--- src/rtl/rf_read_stage_if.sv ---
// Bundle of every signal between the register-read stage and its neighbours:
// fetch, execute, writeback and the hazard detector.
// The master modport drives the i_* side and the slave modport (the stage itself)
// drives the o_* side.
interface rf_read_stage_if #(
   parameter int DW = 16,
   parameter int AW = 3
);
   // from fetch
   logic          i_valid;
   logic [DW-1:0] i_ir;
   logic [DW-1:0] i_pc;
   // from execute / branch resolution
   logic          i_stall;
   logic          i_flush;
   logic          i_ex_valid;
   logic [DW-1:0] i_ex_ir;
   // from writeback
   logic          i_wb_en;
   logic [AW-1:0] i_wb_addr;
   logic [DW-1:0] i_wb_data;
   // from hazard detector
   logic [1:0]    i_fwd_sel;
   logic [DW-1:0] i_fwd_data;
   // execute-stage pipeline register and fetch hold request
   logic          o_valid;
   logic [DW-1:0] o_ir;
   logic [DW-1:0] o_pc;
   logic [DW-1:0] o_rx_val;
   logic [DW-1:0] o_ry_val;
   logic          o_stall;

   modport master (
      output i_valid, i_ir, i_pc, i_stall, i_flush, i_ex_valid, i_ex_ir,
             i_wb_en, i_wb_addr, i_wb_data, i_fwd_sel, i_fwd_data,
      input  o_valid, o_ir, o_pc, o_rx_val, o_ry_val, o_stall
   );

   modport slave (
      input  i_valid, i_ir, i_pc, i_stall, i_flush, i_ex_valid, i_ex_ir,
             i_wb_en, i_wb_addr, i_wb_data, i_fwd_sel, i_fwd_data,
      output o_valid, o_ir, o_pc, o_rx_val, o_ry_val, o_stall
   );
endinterface

--- src/rtl/rf_read_stage.sv ---
// Register-read stage of the 4-stage 16-bit pipeline.
// Decodes Rx/Ry, reads the 8x16 register file (with write-through from writeback),
// applies operand forwarding, inserts a one-cycle bubble on load-use hazards and
// registers the instruction, PC and operands for execute.
// Instruction layout: [3:0] opcode, [4] imm flag, [7:5] Rx, [10:8] Ry.
module rf_read_stage #(
   parameter int         NREGS = 8,
   parameter int         DW    = 16,
   parameter logic [3:0] OP_LD = 4'd8   // load opcode, must match the ISA opcode table
) (
   input logic           clk,
   input logic           rst,
   rf_read_stage_if.slave bus
);
   localparam int AW = $clog2(NREGS);

   typedef enum logic {RUN, BUBBLE} state_t;

   state_t        state;
   logic [DW-1:0] regs [NREGS];

   logic [AW-1:0] rx_addr;
   logic [AW-1:0] ry_addr;
   logic [AW-1:0] ex_rx_addr;
   logic [DW-1:0] rx_val;
   logic [DW-1:0] ry_val;
   logic          ex_is_load;
   logic          hazard;
   logic          unused_ex_bits;

   assign rx_addr    = bus.i_ir[5 +: AW];
   assign ry_addr    = bus.i_ir[8 +: AW];
   assign ex_rx_addr = bus.i_ex_ir[5 +: AW];

   // Only the opcode and Rx of the execute instruction matter for load-use detection.
   assign unused_ex_bits = ^{bus.i_ex_ir[DW-1:8], bus.i_ex_ir[4]};

   // Operand select: forwarding beats the same-cycle writeback, which beats the array.
   always_comb begin
      rx_val = regs[rx_addr];
      if (bus.i_fwd_sel[0])
         rx_val = bus.i_fwd_data;
      else if (bus.i_wb_en && (bus.i_wb_addr == rx_addr))
         rx_val = bus.i_wb_data;

      ry_val = regs[ry_addr];
      if (bus.i_fwd_sel[1])
         ry_val = bus.i_fwd_data;
      else if (bus.i_wb_en && (bus.i_wb_addr == ry_addr))
         ry_val = bus.i_wb_data;
   end

   // Load-use: a load in execute whose destination (its Rx) is a source here.
   // Ry is only a source when the instruction is not in immediate form.
   always_comb begin
      ex_is_load = bus.i_ex_valid && (bus.i_ex_ir[3:0] == OP_LD);
      hazard     = bus.i_valid && ex_is_load &&
                   ((ex_rx_addr == rx_addr) ||
                    (!bus.i_ir[4] && (ex_rx_addr == ry_addr)));
   end

   // Fetch must hold while execute stalls or while the bubble is being inserted.
   assign bus.o_stall = bus.i_stall || ((state == RUN) && hazard);

   // Register file: every register cleared on reset, written from writeback.
   always_ff @(posedge clk or posedge rst) begin
      if (rst) begin
         for (int i = 0; i < NREGS; i++)
            regs[i] <= '0;
      end else if (bus.i_wb_en) begin
         regs[bus.i_wb_addr] <= bus.i_wb_data;
      end
   end

   // Bubble FSM and execute-stage pipeline register.
   // The bubble state lasts exactly one cycle; in it the held instruction is
   // loaded even though the hazard inputs may still look active.
   always_ff @(posedge clk or posedge rst) begin
      if (rst) begin
         state        <= RUN;
         bus.o_valid  <= 1'b0;
         bus.o_ir     <= '0;
         bus.o_pc     <= '0;
         bus.o_rx_val <= '0;
         bus.o_ry_val <= '0;
      end else if (bus.i_flush) begin
         state       <= RUN;
         bus.o_valid <= 1'b0;
      end else if (bus.i_stall) begin
         state <= RUN;
      end else if ((state == RUN) && hazard) begin
         state       <= BUBBLE;
         bus.o_valid <= 1'b0;
      end else begin
         state        <= RUN;
         bus.o_valid  <= bus.i_valid;
         bus.o_ir     <= bus.i_ir;
         bus.o_pc     <= bus.i_pc;
         bus.o_rx_val <= rx_val;
         bus.o_ry_val <= ry_val;
      end
   end
endmodule

--- src/flat_wrapper.sv ---
// flat-port wrapper written by rule: the top's interface ports become plain ports
module rf_read_stage_flat 
#(
   parameter int         NREGS = 8,
   parameter int         DW    = 16,
   parameter logic [3:0] OP_LD = 4'd8                                                  
)
  (clk, rst, bus_i_valid, bus_i_ir, bus_i_pc, bus_i_stall, bus_i_flush, bus_i_ex_valid, bus_i_ex_ir, bus_i_wb_en, bus_i_wb_addr, bus_i_wb_data, bus_i_fwd_sel, bus_i_fwd_data, bus_o_valid, bus_o_ir, bus_o_pc, bus_o_rx_val, bus_o_ry_val, bus_o_stall);
  rf_read_stage_if #(.DW(DW), .AW(3)) bus_i ();
  input logic clk;
  input logic rst;
  input wire logic [$bits(bus_i.i_valid)-1:0] bus_i_valid;
  input wire logic [$bits(bus_i.i_ir)-1:0] bus_i_ir;
  input wire logic [$bits(bus_i.i_pc)-1:0] bus_i_pc;
  input wire logic [$bits(bus_i.i_stall)-1:0] bus_i_stall;
  input wire logic [$bits(bus_i.i_flush)-1:0] bus_i_flush;
  input wire logic [$bits(bus_i.i_ex_valid)-1:0] bus_i_ex_valid;
  input wire logic [$bits(bus_i.i_ex_ir)-1:0] bus_i_ex_ir;
  input wire logic [$bits(bus_i.i_wb_en)-1:0] bus_i_wb_en;
  input wire logic [$bits(bus_i.i_wb_addr)-1:0] bus_i_wb_addr;
  input wire logic [$bits(bus_i.i_wb_data)-1:0] bus_i_wb_data;
  input wire logic [$bits(bus_i.i_fwd_sel)-1:0] bus_i_fwd_sel;
  input wire logic [$bits(bus_i.i_fwd_data)-1:0] bus_i_fwd_data;
  output wire logic [$bits(bus_i.o_valid)-1:0] bus_o_valid;
  output wire logic [$bits(bus_i.o_ir)-1:0] bus_o_ir;
  output wire logic [$bits(bus_i.o_pc)-1:0] bus_o_pc;
  output wire logic [$bits(bus_i.o_rx_val)-1:0] bus_o_rx_val;
  output wire logic [$bits(bus_i.o_ry_val)-1:0] bus_o_ry_val;
  output wire logic [$bits(bus_i.o_stall)-1:0] bus_o_stall;
  assign bus_i.i_valid = bus_i_valid;
  assign bus_i.i_ir = bus_i_ir;
  assign bus_i.i_pc = bus_i_pc;
  assign bus_i.i_stall = bus_i_stall;
  assign bus_i.i_flush = bus_i_flush;
  assign bus_i.i_ex_valid = bus_i_ex_valid;
  assign bus_i.i_ex_ir = bus_i_ex_ir;
  assign bus_i.i_wb_en = bus_i_wb_en;
  assign bus_i.i_wb_addr = bus_i_wb_addr;
  assign bus_i.i_wb_data = bus_i_wb_data;
  assign bus_i.i_fwd_sel = bus_i_fwd_sel;
  assign bus_i.i_fwd_data = bus_i_fwd_data;
  assign bus_o_valid = bus_i.o_valid;
  assign bus_o_ir = bus_i.o_ir;
  assign bus_o_pc = bus_i.o_pc;
  assign bus_o_rx_val = bus_i.o_rx_val;
  assign bus_o_ry_val = bus_i.o_ry_val;
  assign bus_o_stall = bus_i.o_stall;
  rf_read_stage #(.NREGS(NREGS), .DW(DW), .OP_LD(OP_LD)) u_core (.clk(clk), .rst(rst), .bus(bus_i));
endmodule
--- config.mk ---
export PLATFORM = sky130hd
export DESIGN_NAME = rf_read_stage_flat
export DESIGN_NICKNAME = d
export VERILOG_FILES = /design/src/rtl/rf_read_stage_if.sv /design/src/rtl/rf_read_stage.sv /design/src/flat_wrapper.sv
export SDC_FILE = /design/constraint.sdc
export NUM_CORES = 1
export LEC_CHECK = 0
export BUFFER_PORTS_ARGS = -buffer_cell sky130_fd_sc_hd__buf_2
export CAP_MARGIN = 15
export CORE_MARGIN = 5
export CORE_UTILIZATION = 42
export CTS_CLUSTER_DIAMETER = 200
export DETAILED_ROUTE_END_ITERATION = 10
export GPL_ROUTABILITY_DRIVEN = 0
export SETUP_SLACK_MARGIN = 0.02
export SYNTH_ARGS = -nofsm -noshare
export SYNTH_HDL_FRONTEND = slang
export SYNTH_SLANG_ARGS = --single-unit
--- constraint.sdc ---
create_clock -name clk -period 8.1 [get_ports clk]
set_input_delay 0.81 -clock clk [delete_from_list [all_inputs] [get_ports clk]]
set_output_delay 0.81 -clock clk [all_outputs]
set_load 0.05 [all_outputs]
==> out/results.ini, run 1 <==
[final_layout]
syn2layout_area_growth_pct = 14.8
utilization_pct = 48.4
layout.cells.non_filler = 1144
finalNetCount = 898
drive_above_1_share_pct = 43.0
finish.instance_area_um2 = 11700
fill_cells = 2122

[logic_synthesis]
synth_seq_area_share_pct = 47.8
syn_area_um2 = 10200
muxShareOfSynthArea_pct = 36.0
synth_top_family_by_area = multiplexers
synth_adder_area_share_pct = 0
ys_types = 31
yosys.area_share.simple_pct = 4.11
synth_compound_area_share_pct = 7.15
synth_xor_xnor_area_share_pct = 1.03
synthCells = 692
synth_area_per_cell_um2 = 14.7
synthesis.nets = 784
ys_warn_count = 0
yosys_register_bits = 194

[clock_network]
cts-root-buf = clkbuf_16
clock_sinks = 194
post_cts_resized = 0
cts_buffers = 17
cts-htree-levels = 4
cts_tree = done
clk_pin_slew_ns = 0.07
cts_setup_buffers = 0
holdBufCountCts = 0
cts_buffer_depth = 2
clk-insertion-delay-late_ns = 0.43

[sta]
min_period_ns = 3.46
rsz0062_at_grt = false
hold_viol = 0
max_slew.worst_pin.slew_ns = 1.09
max_freq_mhz = 289
fin_setup_tns_ns = 0
setup_viol = 0
fin_skew_ns = 0.0108
fin_hold_ws_ns = 0.474
slew_viol_final = 0
slew_headroom_pct = 27.2
fin_crit_sh_pct = 42.7

[drt]
drt_pass1_iterations = 6
wl_um = 26900
drt_iter0_markers = 421
vias = 6609
drc = 0
post_drt_wl_per_cell_um = 23.5
ant_nets = 0
viasPerCell = 5.78

[hold_path]
hold_path.class = input pin to asynchronous set/reset pin

[setup_path]
cp.arrival_ns = 2.65
worst-setup-path-type = input pin to output port
worstSetupStartpointType = input pin
required_ns = 7.29
crit_fanout = 36
crit_path_end_kind = output port

[floorplanning]
num_io_pins = 158
die_h_um = 166
die-area_um2 = 27400
core_area_um2 = 24100
num_rows = 57
start_util_pct = 42.2
die_w_um = 166

[outcome]
status = complete, no violations

[grt]
grt_max_degree = 77
grt_pass1_wl_um = 40700
gr-usage-all-layers_pct = 19.8
antenna_found_initial = 3
grt_overflow = 0
grt_pass1_vias = 6934

[placement]
dp_cells = 1111
post_dp_cell_area_um2 = 11100
io_buffers = 148
dpl.hpwl_um = 17500

[pwr]
power_leakage_nw = 4.96
powerDensity_nw_per_um2 = 250
vdd_drop_max_mv = 0.153

[job]
drv_cap = 0

[synth_stat cells (all sizes together)]
| library cell | number | share of area (%) |
|---|---|---|
| buf | 51 | 3.1 |
| a21oi | 65 | 4.3 |
| nor4 | 4 | 0.60 |
| nand4 | 1 | 0.062 |
| o21ai | 1 | 0.086 |
| a221oi | 32 | 2.8 |
| nor4b | 2 | 0.47 |
| nand2b | 4 | 0.25 |
| inv | 1 | 0.037 |
| mux2 | 160 | 19 |
| dfrtp | 194 | 48 |
| mux2i | 32 | 3.2 |
| nor3 | 36 | 1.9 |
| nor2 | 1 | 0.037 |
| and2 | 1 | 0.086 |
| nor3b | 2 | 0.25 |
| clkbuf | 22 | 0.81 |
| nand2 | 2 | 0.074 |
| nand4b | 4 | 0.34 |
| nand3b | 1 | 0.074 |
| xor2 | 12 | 1.0 |
| mux4 | 64 | 14 |
[report_power, final]
group	switching (mW)	internal, mW
Sequential	0.127	1.16
Clock	0.385	0.440
Combinational	0.450	0.354
Total	0.962	1.96
[logic make-up (layout without fill, tap and decap cells)]
kind of cell	count (synthesis)	in the layout
buffers and inverters	74	201
AOI/OAI and AO/OA	98	98
other	0	1
and+or+nand+nor	58	58
muxes	256	256
xor gates and xnor gates	12	12
DFF	194	194
[state kept, by name, summed over array words and instances (netlist names)]
name                 cells
u_core.bus.o_rx_val     16
u_core.bus.o_ir         16
u_core.regs            128
u_core.bus.o_ry_val     16
u_core.bus.o_pc         16
u_core.bus.o_valid       1
u_core.state             1
[per-layer routing]
layer | track usage, % | vias to the layer above | wire [µm] | part of all wire (%)
li1 | - | 2900 | - | -
met1 | 24.8 | 3458 | 11100 | 41
met2 | 34.6 | 212 | 13700 | 51
met3 | 4.37 | 35 | 1730 | 6.4
met4 | 5.70 | 4 | 403 | 1.5
met5 | 0 | - | 28 | 0.10
[worst paths after layout]
path	from	end	slack [ns]	depth (start not counted)
max reg2reg	u_core.state	u_core.bus.o_pc[15]	5.63	6
min reg2reg	u_core.bus.o_pc[12]	u_core.bus.o_pc[12]	0.48	1
max	bus_i_ir[10]	bus_o_stall	4.64	8
min in group clk	u_core.bus.o_pc[12]	u_core.bus.o_pc[12]	0.48	1
max in group asynchronous	rst	u_core.regs[114]	6.35	3
min	rst	u_core.bus.o_ir[10]	0.47	2
[cells in the final DEF (no fill, tap or decap), drive strengths merged, types with 2 or more instances in the layout]
cell type  netlist  layout
a21oi           65      65
a221oi          32      32
buf             51     168
clkbuf          22      20
clkinv           0       4
clkinvlp         0       4
dfrtp          194     194
inv              1       4
mux2           160     160
mux2i           32      32
mux4            64      64
nand2            2       2
nand2b           4       4
nand4b           4       4
nor3            36      36
nor3b            2       2
nor4             4       4
nor4b            2       2
xor2            12      12
[metrics by stage]
step | setup slack [ns] | total power, mW
floorplan | 2.01 | 1.91
global placement | 4.35 | 2.07
detailed placement | 4.30 | 2.11
CTS | 4.60 | 2.94
global route | 4.48 | 3.06
finish | 4.64 | 2.92
[critical path: stages]
cell,delay (ns)
buf_2,0.08
buf_4,0.53
xor2_1,0.16
nor4_2,0.30
o21ai_2,0.07
buf_4,0.27
nand2b_1,0.13
buf_2,0.27
[area by class of cell]
type / instances / area [µm²] / area share, %
flip-flops and latches: 194 / 4850 / 41.6
inverters: 1 / 8.76 / 0.0751
well taps: 324 / 405 / 3.47
repair buffers: 168 / 891 / 7.63
clock inverters: 12 / 126 / 1.08
clock buffers: 20 / 447 / 3.83
diodes: 1 / 2.50 / 0.0214
multi-input cells: 424 / 4930 / 42.3
Note: power is estimated with default switching activity, not from simulation.
==> run 2, diff against run 1 <==
==> constraint.sdc (replaced) <==
create_clock -name clk -period 3 [get_ports clk]
set_input_delay 0.3 -clock clk [delete_from_list [all_inputs] [get_ports clk]]
set_output_delay 0.3 -clock clk [all_outputs]
set_load 0.05 [all_outputs]
==> out/results.ini, run 2 (synthesized netlist as in run 1, its figures left out) <==
[outcome]
status = complete, no violations

[setup_path]
worst-path-buf-inv = 2
reg2reg_slack_ns = 1.10
worst-setup-path-type = register to output port
worstSetupStartpointType = register
crit_path_end_kind = output port
cp_slowest_cell = dfrtp_1
crit_family = simple AND/OR/NAND/NOR gates
cp.arrival_ns = 2.06
crit_fanout = 35
cp_cell_sequence = nand4b_1 -> nor4_1 -> o21ai_2 -> buf_4 -> nand2b_1 -> buf_2
required_ns = 2.70
critical-path-max-stage-delay_ns = 0.35

[placement]
io_buffers = 148
pre_cts_slack_ns = 0.592
dpl.hpwl_um = 18900
post_dp_cell_area_um2 = 11200
dp_cells = 1128

[floorplanning]
die_h_um = 166
core_area_um2 = 24100
num_rows = 57
die_w_um = 166
die-area_um2 = 27400
num_io_pins = 158
start_util_pct = 42.2

[drt]
ant_nets = 0
drt_iter0_markers = 504
met1Wirelength_um = 10800
wl_um = 26800
met3_wirelength_um = 1750
vias = 6629
wl_met2_um = 13800
top_layer = met5
drc = 0
post_drt_wl_per_cell_um = 23.1
viasPerCell = 5.71
drt_pass1_iterations = 4

[final_layout]
largest_reg_flops = 128
finalNetCount = 915
regMostFlops = u_core.regs
seqCellArea_um2 = 4850
final_cell_mix = dfrtp_1, buf_2, mux2_1
diodes = 0
layout_commonest_cell = dfrtp_1
drive_above_1_share_pct = 44.4
multi_input_area_um2 = 4910
syn2layout_area_growth_pct = 16.5
fill_cells = 2127
utilization_pct = 49.1
finish.instance_area_um2 = 11800
layout.cells.non_filler = 1160

[grt]
antenna_found_initial = 3
grt_pass1_wl_um = 41700
grt_overflow = 0
gr-usage-all-layers_pct = 20.1
grt_max_degree = 57
grt_pass1_vias = 7187

[pwr]
powerDensity_nw_per_um2 = 674
vdd_drop_max_mv = 0.402
power_leakage_nw = 5.08
total_power_mw = 7.98

[sta]
rsz0062_at_grt = false
setup_ws_ns = 0.642
fin_setup_tns_ns = 0
setup_viol = 0
hold_viol = 0
min_period_ns = 2.36
fin_hold_ws_ns = 0.0752
fin_crit_sh_pct = 78.6
max_slew.worst_pin.slew_ns = 0.977
slew_headroom_pct = 34.7
fin_skew_ns = 0.00826
max_freq_mhz = 424
slew_viol_final = 0

[clock_network]
cts-htree-levels = 4
post_cts_resized = 0
clk_pin_slew_ns = 0.07
cts-root-buf = clkbuf_16
cts_setup_buffers = 0
holdBufCountCts = 0
clk-insertion-delay-late_ns = 0.43
cts_buffers = 17
cts_tree = done
cts_buffer_depth = 2
clock_sinks = 194

[hold_path]
hold_path.class = input pin to asynchronous set/reset pin

[job]
drv_cap = 0

## run 2: worst reg2reg max path: stages (launching register included)
cell and delay (ns):
dfrtp_1 0.35, nand4b_1 0.17, nor4_1 0.33, o21ai_2 0.11, and2_4 0.27, buf_4 0.24
mux2_1 0.31
## run 2: path summary, 6_finish.rpt
check                                    start                  end  cells after the start
max                               u_core.state          bus_o_stall                      6
min                                        rst  u_core.bus.o_pc[11]                      2
max reg2reg                       u_core.state  u_core.bus.o_pc[14]                      6
min reg2reg                u_core.bus.o_pc[12]  u_core.bus.o_pc[12]                      1
max in group asynchronous                  rst      u_core.regs[48]                      3
min in group clk                   bus_i_flush   u_core.bus.o_valid                      2
## run 2: cell type report
class	instances	share of cell area, %
Timing Repair Buffer	185	9.02
Sequential cell	194	41.0
Clock inverter	13	1.19
Tap cell	324	3.42
Inverter	1	0.0634
Clock buffer	19	3.83
Multi-Input combinational cell	424	41.5
## run 2: power breakdown
group | internal, mW | switching [mW] | total [mW] | leakage, nW
sequential | 3.14 | 0.350 | 3.49 | 2.30
clock | 1.23 | 1.07 | 2.30 | 0.297
combinational | 0.973 | 1.22 | 2.20 | 2.48
total | 5.34 | 2.64 | 7.98 | 5.08
## run 2: per-layer routing
| metal | global-route usage, % | vias to the layer above |
|---|---|---|
| li1 | - | 2949 |
| met1 | 24.5 | 3438 |
| met2 | 35.9 | 204 |
| met3 | 4.22 | 32 |
| met4 | 5.92 | 6 |
| met5 | 0 | - |
==> run 3, diff against run 2 <==
==> constraint.sdc (replaced) <==
create_clock -name clk -period 1.95 [get_ports clk]
set_input_delay 0.195 -clock clk [delete_from_list [all_inputs] [get_ports clk]]
set_output_delay 0.195 -clock clk [all_outputs]
set_load 0.05 [all_outputs]
==> out/results.ini, run 3 (synthesized netlist as in run 1, its figures left out) <==
[placement]
post_dp_cell_area_um2 = 11700
dp_cells = 1170
dpl.hpwl_um = 19100
pre_cts_slack_ns = -0.172
io_buffers = 148

[floorplanning]
die_h_um = 166
die_w_um = 166
core_area_um2 = 24100
num_io_pins = 158
num_rows = 57
start_util_pct = 42.2
die-area_um2 = 27400

[clock_network]
cts_setup_buffers = 0
cts_tree = done
cts-htree-levels = 4
clk-insertion-delay-late_ns = 0.43
clock_sinks = 194
clk_pin_slew_ns = 0.08
cts-root-buf = clkbuf_16
cts_buffers = 17
cts_buffer_depth = 2

[grt]
grt_overflow = 0
gr-usage-all-layers_pct = 20.4
grt_max_degree = 99
grt_pass1_wl_um = 42500
grt_pass1_vias = 7501
antenna_found_initial = 2

[sta]
fin_skew_ns = 0.00801
min_period_ns = 1.96
setup_ws_ns = -0.00562
fin_setup_tns_ns = -0.00562
slew_headroom_pct = 62.8
rsz0062_at_grt = true
fin_crit_sh_pct = 100
fin_hold_ws_ns = 0.00846
max_slew.worst_pin.slew_ns = 0.558
hold_viol = 0
setup_viol = 1
max_freq_mhz = 511
slew_viol_final = 0

[setup_path]
cp-startpoint = u_core.state
crit_path_end_kind = output port
worst-path-buf-inv = 3
crit_family = buffers and inverters
cp.arrival_ns = 1.76
worstSetupStartpointType = register
crit_fanout = 10
cp_cell_sequence = nand4b_1 -> nor4_2 -> buf_4 -> o21ai_4 -> buf_6 -> nand2b_4 -> buf_8
critPathCapture = bus_o_stall
reg2reg_slack_ns = 0.10
required_ns = 1.75
r2r-end = u_core.bus.o_rx_val[12]
reg2regPathDepth = 6
cp_num_cells = 7
critical-path-max-stage-delay_ns = 0.36
cp_slowest_cell = dfrtp_1
worst-setup-path-type = register to output port
r2r-start = u_core.regs[12]

[final_layout]
final_cell_mix = dfrtp_1, buf_2, mux2_1
finalNetCount = 984
fill_cells = 2008
largest_reg_flops = 128
seqCellArea_um2 = 4850
diodes = 0
syn2layout_area_growth_pct = 24.8
layout.cells.non_filler = 1229
layout_commonest_cell = dfrtp_1
regMostFlops = u_core.regs
drive_above_1_share_pct = 46.3
finish.instance_area_um2 = 12700
multi_input_area_um2 = 4960

[pwr]
vdd_drop_max_mv = 0.734
power_leakage_nw = 5.46
powerDensity_nw_per_um2 = 985

[hold_path]
hold_path.class = input pin to register
hp-start = bus_i_pc[6]

[drt]
drt_iter0_markers = 358
wl_um = 27500
viasPerCell = 5.67
vias = 6970
drt_pass1_iterations = 5
post_drt_wl_per_cell_um = 22.4
ant_nets = 0
drc = 0

[job]
drv_cap = 0

[outcome]
violations = setup timing
status = finished, violations left

[run 3: changes by cell type in the layout (fill, tap and decap cells not counted), sizes merged]
cell / change
clkinvlp: +2
inv: -2
clkbuf: -2
clkinv: +2
buf: +42
dlygate4sd3: +27
[run 3: area by class of cell]
class | count | share of cell area, %
Sequential cell | 194 | 38.3
Tap cell | 324 | 3.20
Inverter | 1 | 0.0592
Clock inverter | 15 | 1.37
Clock buffer | 17 | 3.36
Timing Repair Buffer | 254 | 14.6
Multi-Input combinational cell | 424 | 39.1
[run 3: worst min path at each step]
| stage | to | cells past startpoint |
|---|---|---|
| finish | u_core.bus.o_pc[6] | 2 |
| global route | u_core.bus.o_pc[6] | 2 |
| CTS | u_core.bus.o_pc[6] | 2 |
| detailed placement | u_core.bus.o_ir[14] | 2 |
| global placement | u_core.bus.o_pc[13] | 2 |
| floorplan | u_core.bus.o_valid | 1 |
[run 3: report_power, final]
group          switching, mW  internal [mW]  leakage (nW)
combinational           1.93           1.67          2.87
clock                   1.69           1.83         0.289
sequential             0.541           4.82          2.30
[run 3: timing repair]
action / CTS / global route
endpoints found under the hold margin: 35 / 1
hold buffers: 26 / 1
setup endpoints to repair: 1 / 5
gates resized for setup: 7 / 4
[run 3: routing by layer]
| layer | global-route usage, % | wire (µm) | vias to the layer above |
|---|---|---|---|
| li1 | - | - | 3076 |
| met2 | 36.2 | 14200 | 218 |
| met3 | 4.05 | 1640 | 41 |
| met1 | 24.8 | 11100 | 3631 |
| met4 | 7.05 | 527 | 4 |
| met5 | 0 | 21 | - |
[run 3: per-stage QoR]
stage / total power [mW] / utilization, %
6_report: 12.5 / 52.6
5_1_grt: 13.1 / 52.6
4_1_cts: 12.6 / 52.4
3_5_place_dp: 9.00 / 48.7
3_3_place_gp: 8.80 / 48.7
2_1_floorplan: 7.92 / -
